===== src/rtl/dp_mem_port_if.sv =====
// rtl/dp_mem_port_if.sv - Datapath/memory-side signal bundle for dp_mem_port
// Stats counters exist only when DP_MEM_STATS_EN is defined.
interface dp_mem_port_if #(
   parameter int DATA_W = 16,
   parameter int ADDR_W = 16
);
   logic [DATA_W-1:0] BUS;
   logic              LD_MAR;
   logic              LD_MDR;
   logic              MIO_EN;
   logic              req_rd;
   logic              req_wr;
   logic [DATA_W-1:0] mem_rdata;
   logic [ADDR_W-1:0] mem_addr;
   logic [DATA_W-1:0] mem_wdata;
   logic              mem_ce;
   logic              mem_we;
   logic [ADDR_W-1:0] MAR;
   logic [DATA_W-1:0] MDR;
   logic              R;
   logic              busy;
   logic              err;
`ifdef DP_MEM_STATS_EN
   logic [15:0]       rd_count;
   logic [15:0]       wr_count;

   modport master (
      output BUS, LD_MAR, LD_MDR, MIO_EN, req_rd, req_wr, mem_rdata,
      input  mem_addr, mem_wdata, mem_ce, mem_we, MAR, MDR, R, busy, err, rd_count, wr_count
   );
   modport slave (
      input  BUS, LD_MAR, LD_MDR, MIO_EN, req_rd, req_wr, mem_rdata,
      output mem_addr, mem_wdata, mem_ce, mem_we, MAR, MDR, R, busy, err, rd_count, wr_count
   );
`else
   modport master (
      output BUS, LD_MAR, LD_MDR, MIO_EN, req_rd, req_wr, mem_rdata,
      input  mem_addr, mem_wdata, mem_ce, mem_we, MAR, MDR, R, busy, err
   );
   modport slave (
      input  BUS, LD_MAR, LD_MDR, MIO_EN, req_rd, req_wr, mem_rdata,
      output mem_addr, mem_wdata, mem_ce, mem_we, MAR, MDR, R, busy, err
   );
`endif
endinterface


===== src/rtl/dp_mem_port.sv =====
// rtl/dp_mem_port.sv - LC-3 MAR/MDR memory-port unit with wait-stated SRAM access FSM
// Optional completed-access counters under macro DP_MEM_STATS_EN.
module dp_mem_port #(
   parameter int DATA_W   = 16,
   parameter int ADDR_W   = 16,
   parameter int WAIT_CYC = 2
) (
   input logic          Clk,
   input logic          Reset_ah,
   dp_mem_port_if.slave port
);
   localparam int CNT_W = (WAIT_CYC < 1) ? 1 : $clog2(WAIT_CYC + 1);
   localparam logic [CNT_W-1:0] CNT_LAST = CNT_W'(WAIT_CYC - 1);
   localparam logic [CNT_W-1:0] CNT_ONE  = CNT_W'(1);

   typedef enum logic [1:0] {
      ST_IDLE,
      ST_ACCESS,
      ST_DONE
   } state_t;

   state_t            state;
   logic [CNT_W-1:0]  count;
   logic              op_wr;
   logic [ADDR_W-1:0] mar_q;
   logic [DATA_W-1:0] mdr_q;
   logic [ADDR_W-1:0] acc_addr;
   logic [DATA_W-1:0] acc_wdata;
   logic              ce_q;
   logic              we_q;
   logic              busy_q;
   logic              r_q;
   logic              err_q;
   logic              any_strobe;

   assign any_strobe = port.req_rd | port.req_wr | port.LD_MAR | port.LD_MDR;

   // The access runs from a snapshot of MAR/MDR so a same-edge load only affects later accesses.
   assign port.mem_addr  = busy_q ? acc_addr  : mar_q;
   assign port.mem_wdata = busy_q ? acc_wdata : mdr_q;
   assign port.mem_ce    = ce_q;
   assign port.mem_we    = we_q;
   assign port.MAR       = mar_q;
   assign port.MDR       = mdr_q;
   assign port.R         = r_q;
   assign port.busy      = busy_q;
   assign port.err       = err_q;

`ifdef DP_MEM_STATS_EN
   logic [15:0] rd_cnt;
   logic [15:0] wr_cnt;

   assign port.rd_count = rd_cnt;
   assign port.wr_count = wr_cnt;
`endif

   always_ff @(posedge Clk) begin
      if (Reset_ah) begin
         state     <= ST_IDLE;
         count     <= '0;
         op_wr     <= 1'b0;
         mar_q     <= '0;
         mdr_q     <= '0;
         acc_addr  <= '0;
         acc_wdata <= '0;
         ce_q      <= 1'b0;
         we_q      <= 1'b0;
         busy_q    <= 1'b0;
         r_q       <= 1'b0;
         err_q     <= 1'b0;
`ifdef DP_MEM_STATS_EN
         rd_cnt    <= '0;
         wr_cnt    <= '0;
`endif
      end else begin
         r_q <= 1'b0;
         case (state)
            ST_IDLE: begin
               if (port.LD_MAR) begin
                  mar_q <= port.BUS[ADDR_W-1:0];
               end
               if (port.LD_MDR) begin
                  mdr_q <= port.MIO_EN ? port.mem_rdata : port.BUS;
               end
               if (port.req_rd && port.req_wr) begin
                  err_q <= 1'b1;
               end else if (port.req_rd || port.req_wr) begin
                  state     <= ST_ACCESS;
                  op_wr     <= port.req_wr;
                  count     <= '0;
                  acc_addr  <= mar_q;
                  acc_wdata <= mdr_q;
                  ce_q      <= 1'b1;
                  we_q      <= port.req_wr;
                  busy_q    <= 1'b1;
               end
            end

            ST_ACCESS: begin
               if (any_strobe) begin
                  err_q <= 1'b1;
               end
               if (count == CNT_LAST) begin
                  state <= ST_DONE;
                  ce_q  <= 1'b0;
                  we_q  <= 1'b0;
                  r_q   <= 1'b1;
                  if (!op_wr) begin
                     mdr_q <= port.mem_rdata;
                  end
`ifdef DP_MEM_STATS_EN
                  if (op_wr) begin
                     if (wr_cnt != 16'hFFFF) wr_cnt <= wr_cnt + 16'd1;
                  end else begin
                     if (rd_cnt != 16'hFFFF) rd_cnt <= rd_cnt + 16'd1;
                  end
`endif
               end else begin
                  count <= count + CNT_ONE;
               end
            end

            ST_DONE: begin
               if (any_strobe) begin
                  err_q <= 1'b1;
               end
               state  <= ST_IDLE;
               busy_q <= 1'b0;
            end

            default: begin
               state  <= ST_IDLE;
               ce_q   <= 1'b0;
               we_q   <= 1'b0;
               busy_q <= 1'b0;
            end
         endcase
      end
   end
endmodule

===== src/flat_wrapper.sv =====
// flat-port wrapper written by rule: the top's interface ports become plain ports
module dp_mem_port_flat 
#(
   parameter int DATA_W   = 16,
   parameter int ADDR_W   = 16,
   parameter int WAIT_CYC = 2
)
  (Clk, Reset_ah, port_BUS, port_LD_MAR, port_LD_MDR, port_MIO_EN, port_req_rd, port_req_wr, port_mem_rdata, port_mem_addr, port_mem_wdata, port_mem_ce, port_mem_we, port_MAR, port_MDR, port_R, port_busy, port_err);
  dp_mem_port_if #(.DATA_W(DATA_W), .ADDR_W(ADDR_W)) port_i ();
  input logic Clk;
  input logic Reset_ah;
  input wire logic [$bits(port_i.BUS)-1:0] port_BUS;
  input wire logic [$bits(port_i.LD_MAR)-1:0] port_LD_MAR;
  input wire logic [$bits(port_i.LD_MDR)-1:0] port_LD_MDR;
  input wire logic [$bits(port_i.MIO_EN)-1:0] port_MIO_EN;
  input wire logic [$bits(port_i.req_rd)-1:0] port_req_rd;
  input wire logic [$bits(port_i.req_wr)-1:0] port_req_wr;
  input wire logic [$bits(port_i.mem_rdata)-1:0] port_mem_rdata;
  output wire logic [$bits(port_i.mem_addr)-1:0] port_mem_addr;
  output wire logic [$bits(port_i.mem_wdata)-1:0] port_mem_wdata;
  output wire logic [$bits(port_i.mem_ce)-1:0] port_mem_ce;
  output wire logic [$bits(port_i.mem_we)-1:0] port_mem_we;
  output wire logic [$bits(port_i.MAR)-1:0] port_MAR;
  output wire logic [$bits(port_i.MDR)-1:0] port_MDR;
  output wire logic [$bits(port_i.R)-1:0] port_R;
  output wire logic [$bits(port_i.busy)-1:0] port_busy;
  output wire logic [$bits(port_i.err)-1:0] port_err;
  assign port_i.BUS = port_BUS;
  assign port_i.LD_MAR = port_LD_MAR;
  assign port_i.LD_MDR = port_LD_MDR;
  assign port_i.MIO_EN = port_MIO_EN;
  assign port_i.req_rd = port_req_rd;
  assign port_i.req_wr = port_req_wr;
  assign port_i.mem_rdata = port_mem_rdata;
  assign port_mem_addr = port_i.mem_addr;
  assign port_mem_wdata = port_i.mem_wdata;
  assign port_mem_ce = port_i.mem_ce;
  assign port_mem_we = port_i.mem_we;
  assign port_MAR = port_i.MAR;
  assign port_MDR = port_i.MDR;
  assign port_R = port_i.R;
  assign port_busy = port_i.busy;
  assign port_err = port_i.err;
  dp_mem_port #(.DATA_W(DATA_W), .ADDR_W(ADDR_W), .WAIT_CYC(WAIT_CYC)) u_core (.Clk(Clk), .Reset_ah(Reset_ah), .port(port_i));
endmodule

===== config.mk =====
export PLATFORM = sky130hd
export DESIGN_NAME = dp_mem_port_flat
export DESIGN_NICKNAME = d
export VERILOG_FILES = /design/src/rtl/dp_mem_port_if.sv /design/src/rtl/dp_mem_port.sv /design/src/flat_wrapper.sv
export SDC_FILE = /design/constraint.sdc
export NUM_CORES = 1
export LEC_CHECK = 0
export ABC_AREA = 1
export ABC_CLOCK_PERIOD_IN_PS = 1850
export BUFFER_PORTS_ARGS = -buffer_cell sky130_fd_sc_hd__buf_2
export CAP_MARGIN = 10
export CORE_ASPECT_RATIO = 1.4
export CORE_UTILIZATION = 40
export CTS_BUF_LIST = sky130_fd_sc_hd__clkbuf_4
export CTS_CLUSTER_DIAMETER = 100
export DETAILED_ROUTE_END_ITERATION = 16
export GPL_TIMING_DRIVEN = 0
export PLACE_DENSITY_LB_ADDON = 0.1
export RECOVER_POWER = 25
export SLEW_MARGIN = 20
export SYNTH_ARGS = -nofsm -noshare
export SYNTH_HDL_FRONTEND = slang
export SYNTH_SLANG_ARGS = --single-unit

===== constraint.sdc =====
create_clock -name Clk -period 1.85 [get_ports Clk]
set_input_delay 0.0925 -clock Clk [delete_from_list [all_inputs] [get_ports Clk]]
set_output_delay 0.0925 -clock Clk [all_outputs]
set_load 0.005 [all_outputs]

==> flow_summary_export.csv, run 1 <==
group,metric,value,unit
power,power_internal,2700,uW
timing,clock_skew,21.5,ps
critical_path,worstPathMaxFanout,10,
final_layout,final_common_cell,"sky130_fd_sc_hd__nand2_1",
clock_network,cts_num_sinks,74,
global_routing,grt_start_max_net_pins,17,
yosys,average_footprint_of_a_synthesized_cell,6.60,sq um
yosys,syn-num-nets,555,
final_layout,area.sequential,1480,sq um
floorplan,floorplan.initialDensity,41.4,%
power,power_per_cell_area,988,nW/um^2
timing,slew_headroom,63.6,%
critical_path,crit_path_max_incr_delay,370,ps
routing,detailroute.via_count,3662,
floorplan,floorplan.die_area,8810,sq um
global_routing,overflow,0,
hold_path,min_path_type,"primary input to flip-flop",
final_layout,post-route-util,53.6,%
placement,globalplace.congestion,0.827,
timing,rsz0062_at_grt,"no",
clock_network,worstSkewPairLatency,450,ps
critical_path,timing.critical_path.arrival,2070,ps
timing,holdWs,-2.07,ps
timing,timing.final.crit_share,91.4,%
timing,fin_tns_setup,0,ps
final_layout,n_fill_cell,865,
yosys,synth_area,3370,sq um
critical_path,worst_r2r_path_depth,8,
clock_network,cts_made_buffers,9,
floorplan,chipHeight,111,um
critical_path,critical_path.startpoint_type,"flip-flop",
timing,count_of_pins_over_their_slew_limit,0,
routing,route.detailed.wl_per_inst,13.8,um
global_routing,via_count_of_the_first_global_routing_pass,3464,
routing,drt-initial-drc-count,216,
power,max-vdd-ir-drop,0.000449,V
floorplan,coreArea,8150,sq um
final_layout,multi_input_gate_area,1630,sq um
critical_path,critical_path_class,"flip-flop to flip-flop",
timing,max_slew.worst_pin.slew,546,ps
final_layout,nets,692,
placement,hpwl,7.86,mm
power,overall_power,4310,uW
floorplan,floorplan.io_pins,108,
routing,vias_per_cell,4.85,
critical_path,critical_path.endpoint_type,"flip-flop",
global_routing,number_of_antenna_violations_at_the_first_check_in_global_routing,0,
clock_network,clock_pin_slew_on_the_worst_setup_and_hold_paths,130,ps
timing,setup_violations,0,
yosys,ys_warn_count,0,
final_layout,layout_common_cells,"144 x sky130_fd_sc_hd__nand2_1, 110 x sky130_fd_sc_hd__buf_2, 103 x sky130_fd_sc_hd__nor2_1, 83 x sky130_fd_sc_hd__o21ai_0, 72 x sky130_fd_sc_hd__dfxtp_1",
yosys,synthCells,511,
critical_path,critPathSlowestCell,"sky130_fd_sc_hd__dfxtp_1",
floorplan,floorplan.rows,39,
final_layout,syn_to_final_growth,29.3,%
power,power.sequential.fraction,46.1,%
yosys,synth.distinct_cells,17,
power,switching_share,37.3,%
run_status,violations,"hold timing",
placement,placement.io_buffers,106,
timing,timing.final.crit_period,1690,ps
power,power_leakage,0.00223,uW
routing,wirelength,10.4,mm
clock_network,cts_root_buf,"sky130_fd_sc_hd__clkbuf_4",
run_status,run_status,"finished, violations left",
routing,detail_route.drc_violations,0,
routing,antenna_violating_nets_post_route,0,
global_routing,grt_pass1_wl,16.5,mm
hold_path,holdPathStages,5,
yosys,share_of_synthesized_area_occupied_by_flip_flops_and_latches,43.9,%
power,power_switching,1610,uW
critical_path,cell_breakdown_of_the_critical_path,"inv_1 -> ha_1 -> buf_4 -> nand2_1 -> nor2_4 -> buf_2 -> o21ai_0 -> a21oi_1",
critical_path,worst-endpoint-required,2230,ps
final_layout,share_of_post_route_cells_with_drive_strength_above_1,22.2,%
clock_network,cts_setup_buffers,0,
clock_network,clock_path_buffers,2,
clock_network,cts_max_level,3,
clock_network,cts_tree,"built",
timing,timing_hold_violations_final,1,
timing,timing.fmax,592,MHz
power,power_frac_comb,32.5,%
floorplan,die_w,79.6,um
global_routing,grtUsageTotal,24.4,%
flow_run,max_cap_violations,0,
power,p_clk_share,21.3,%
yosys,yosys_register_bits,74,
critical_path,regToRegSetupSlack,160,ps
routing,detailedRoute.firstPassIterationCount,4,
final_layout,antenna-diode-count,0,
worst max-delay path, delay by kind of cell, from the launching register on:
kind	cells	cell delay, ps
AO/OA/AOI/OAI	2	260
flip-flops	1	370
buffers and inverters	3	520
adder cells (fa/ha/maj)	1	140
AND/OR/NAND/NOR	2	330
flip-flops by register name (all words and copies together), names as in the netlist:
register,count
u_core.port.MDR,16
u_core.op_wr,1
u_core.port.mem_we,1
u_core.port.mem_ce,1
u_core.count,2
u_core.port.busy,1
u_core.acc_addr,16
u_core.state,2
u_core.port.MAR,16
u_core.port.R,1
u_core.acc_wdata,16
u_core.port.err,1
Yosys cell counts (all sizes together):
master	number	area, sq um
ha	5	62.6
a211oi	1	7.51
buf	19	110
nor2	105	402
nand3b	1	7.51
or2	2	12.5
clkbuf	11	41.3
inv	32	120
nand2	145	544
dfxtp	74	1480
nand3	8	45.0
o21ai	83	415
a21oi	25	125
path summary, 6_finish.rpt:
check,to,startpoint
max reg2reg,u_core.acc_wdata[0],u_core.state[0]
min reg2reg,u_core.port.err,u_core.port.err
max,u_core.acc_wdata[0],u_core.state[0]
min,u_core.port.MDR[0],port_mem_rdata[0]
layout make-up:
cell class / count / area share (%)
inverters: 32 / 2.75
clock inverters: 5 / 0.917
repair buffers: 127 / 16.7
plain buffers: 29 / 3.50
well taps: 102 / 2.92
clock buffers: 11 / 1.89
flip-flops and latches: 74 / 34.0
multi-input cells: 375 / 37.3
power groups by stage:
stage / Combinational, uW / Sequential (uW) / Clock [uW]
6_report: 1400 / 1990 / 920
5_1_grt: 1580 / 2020 / 1010
4_1_cts: 1420 / 1990 / 929
3_5_place_dp: 1380 / 2020 / 0
3_3_place_gp: 1360 / 2010 / 0
2_1_floorplan: 823 / 2000 / 0
cell families (layout without fill, tap and decap cells):
| logic type | count (synthesis) | in the layout | share of synthesized area, % |
|---|---|---|---|
| adders and majority gates | 5 | 5 | 1.85 |
| DFF | 74 | 74 | 43.9 |
| AOI/OAI and AO/OA | 109 | 109 | 16.2 |
| buffers and inverters | 62 | 204 | 8.05 |
| and+or+nand+nor | 261 | 261 | 30.0 |
through the flow:
| step | setup WS, ps | cells | instance area (sq um) |
|---|---|---|---|
| 2_1_floorplan | 437 | 511 | 3370 |
| 3_3_place_gp | 116 | 719 | 4030 |
| 3_5_place_dp | 101 | 719 | 4030 |
| 4_1_cts | 60.4 | 755 | 4360 |
| 5_1_grt | 14.2 | 755 | 4360 |
| 6_report | 160 | 755 | 4360 |
timing repair:
item,CTS,global route
gates resized for setup,2,10
gates cloned,0,0
endpoints found under the setup margin,12,48
hold endpoints to repair,27,0
hold buffers,21,0
layer usage:
layer  track usage (%)  vias up  share of wire (%)
met5                 0        -                  0
met4              8.61        0                2.2
met3              4.28       20                6.4
met2              43.0      115                 50
met1              28.9     1647                 41
li1                  -     1880                  -
Note: power is estimated with default switching activity, not from simulation.
==> run 2, diff against run 1 <==
--- a/config.mk
+++ b/config.mk
@@ -10,6 +10,7 @@
 export BUFFER_PORTS_ARGS = -buffer_cell sky130_fd_sc_hd__buf_2
 export CAP_MARGIN = 10
 export CORE_ASPECT_RATIO = 1.4
+export CORE_MARGIN = 2
 export CORE_UTILIZATION = 40
 export CTS_BUF_LIST = sky130_fd_sc_hd__clkbuf_4
 export CTS_CLUSTER_DIAMETER = 100
@@ -17,7 +18,6 @@
 export GPL_TIMING_DRIVEN = 0
 export PLACE_DENSITY_LB_ADDON = 0.1
 export RECOVER_POWER = 25
-export SLEW_MARGIN = 20
 export SYNTH_ARGS = -nofsm -noshare
 export SYNTH_HDL_FRONTEND = slang
 export SYNTH_SLANG_ARGS = --single-unit
==> run 2 against run 1 <==
Compared with the run above: the run now ends clean; sequential share of layout area decreased by 0.32 points; clock skew decreased by 10 ps; fmax decreased by 4.8%; cell count increased by 0.93%; sequential power about the same; die area increased by 4.4%; critical path type is now flip-flop to output pin.
==> flow_summary_export.csv, run 2 (synthesis gave the netlist of run 1 again) <==
group,metric,value,unit
global_routing,via_count_of_the_first_global_routing_pass,3542,
global_routing,grt_pass1_wl,16.7,mm
global_routing,grt_use_met1,28.6,%
placement,placement.io_buffers,106,
critical_path,cell_breakdown_of_the_critical_path,"clkbuf_1 -> nand2_1 -> o21ai_0 -> buf_2",
final_layout,layout_common_cells,"144 x sky130_fd_sc_hd__nand2_1, 103 x sky130_fd_sc_hd__buf_2, 103 x sky130_fd_sc_hd__nor2_1, 83 x sky130_fd_sc_hd__o21ai_0, 73 x sky130_fd_sc_hd__dfxtp_1",
routing,vias_per_cell,4.81,
power,power_per_cell_area,971,nW/um^2
clock_network,cts_num_sinks,74,
critical_path,crit_path_max_incr_delay,490,ps
clock_network,cts_tree,"built",
clock_network,cts_made_buffers,9,
power,max-vdd-ir-drop,0.000458,V
floorplan,floorplan.die_area,9200,sq um
critical_path,timing.critical_path.arrival,1680,ps
floorplan,coreArea,8200,sq um
clock_network,clock_path_buffers,2,
final_layout,syn_to_final_growth,30.4,%
floorplan,die_w,81.6,um
placement,hpwl,7.93,mm
clock_network,cts_max_level,3,
floorplan,floorplan.rows,39,
hold_path,min_path_type,"primary input to flip-flop",
critical_path,worstPathMaxFanout,10,
global_routing,grt_busiest_layer,"met2",
power,power_leakage,0.00224,uW
timing,timing.fmax,564,MHz
final_layout,n_fill_cell,860,
critical_path,critical_path.endpoint_type,"output pin",
final_layout,share_of_post_route_cells_with_drive_strength_above_1,20.5,%
routing,detail_route.drc_violations,0,
critical_path,worst-endpoint-required,1760,ps
global_routing,grt.met3_usage,4.10,%
critical_path,critPathSlowestCell,"sky130_fd_sc_hd__clkbuf_1",
clock_network,cts_root_buf,"sky130_fd_sc_hd__clkbuf_4",
global_routing,grt_start_max_net_pins,17,
floorplan,floorplan.initialDensity,41.2,%
timing,count_of_pins_over_their_slew_limit,0,
global_routing,number_of_antenna_violations_at_the_first_check_in_global_routing,1,
final_layout,post-route-util,53.7,%
routing,drt-initial-drc-count,161,
timing,timing.final.crit_share,95.9,%
global_routing,grtUsageTotal,24.1,%
routing,detailedRoute.firstPassIterationCount,4,
placement,globalplace.congestion,0.840,
global_routing,overflow,0,
global_routing,groute.layer.met2.usage,41.4,%
routing,wirelength,10.5,mm
timing,timing.final.crit_period,1770,ps
timing,clock_skew,11.5,ps
power,overall_power,4270,uW
floorplan,floorplan.io_pins,108,
final_layout,final_common_cell,"sky130_fd_sc_hd__nand2_1",
timing,slew_headroom,60.1,%
timing,setup_violations,0,
timing,rsz0062_at_grt,"yes",
floorplan,chipHeight,113,um
timing,timing_hold_violations_final,0,
clock_network,clock_pin_slew_on_the_worst_setup_and_hold_paths,110,ps
critical_path,critical_path.startpoint_type,"flip-flop",
flow_run,max_cap_violations,0,
clock_network,worstSkewPairLatency,450,ps
routing,detailroute.via_count,3662,
run_status,run_status,"finished, final reports clean",
critical_path,critical_path_class,"flip-flop to output pin",
routing,antenna_violating_nets_post_route,0,
final_layout,nets,698,
timing,max_slew.worst_pin.slew,598,ps
routing,route.detailed.wl_per_inst,13.7,um
[run 2: routing by layer]
layer  vias up  share of wire [%]  wire (um)
li1       1898                  -          -
met1      1649                 43       4520
met2        97                 49       5170
met3        18                5.1        537
met4         0                2.2        235
met5         -                  0          0
[run 2: area by class of cell]
type                            count  area, sq um  share of cell area [%]
Multi-Input combinational cell    375         1630                    37.0
Buffer                             29          154                    3.50
Inverter                           32          120                    2.73
Antenna cell                        1         2.50                  0.0569
Tap cell                          102          128                    2.90
Timing Repair Buffer              133          779                    17.7
Clock buffer                       12         90.1                    2.05
Clock inverter                      4         18.8                   0.426
Sequential cell                    74         1480                    33.7
[run 2: power breakdown]
part	total (uW)	switching (uW)	internal, uW	leakage, uW
Combinational	1420	856	563	0.00156
Sequential	1990	150	1840	0.000613
Clock	868	556	311	0.0000685
[run 2: critical path: cells and delay by family, from the launching register on]
kind | cells | cell delay (ps)
DFF | 1 | 410
AOI/OAI and AO/OA | 1 | 110
and+or+nand+nor | 1 | 80
buffers and inverters | 2 | 640
[run 2: worst paths after layout]
path	cells past startpoint	end	slack, ps	startpoint
max	4	port_mem_wdata[7]	80	u_core.port.busy
min	5	u_core.port.MDR[13]	20	port_mem_rdata[13]
max reg2reg	9	u_core.port.MDR[9]	130	u_core.state[1]
min reg2reg	2	u_core.port.err	450	u_core.port.err
[run 2: stage by stage]
step | hold slack (ps) | instance area, sq um | instances | setup TNS (ps) | setup slack [ps]
5_1_grt | 24.7 | 4400 | 762 | -434 | -73.2
6_report | 15.5 | 4400 | 762 | 0 | 75.4
4_1_cts | 2.44 | 4400 | 760 | 0 | 26.2
3_3_place_gp | 379 | 4030 | 719 | 0 | 123
2_1_floorplan | 240 | 3370 | 511 | 0 | 437
3_5_place_dp | 382 | 4030 | 719 | 0 | 71.5
[run 2: repair_timing]
| action | 4_1_cts | 5_1_grt |
|---|---|---|
| pin swaps | 0 | 1 |
| buffers inserted | 0 | 1 |
| endpoints found under the hold margin | 33 | 0 |
| hold buffers | 26 | 0 |
| setup endpoints to repair | 10 | 42 |
| resized for setup | 1 | 7 |
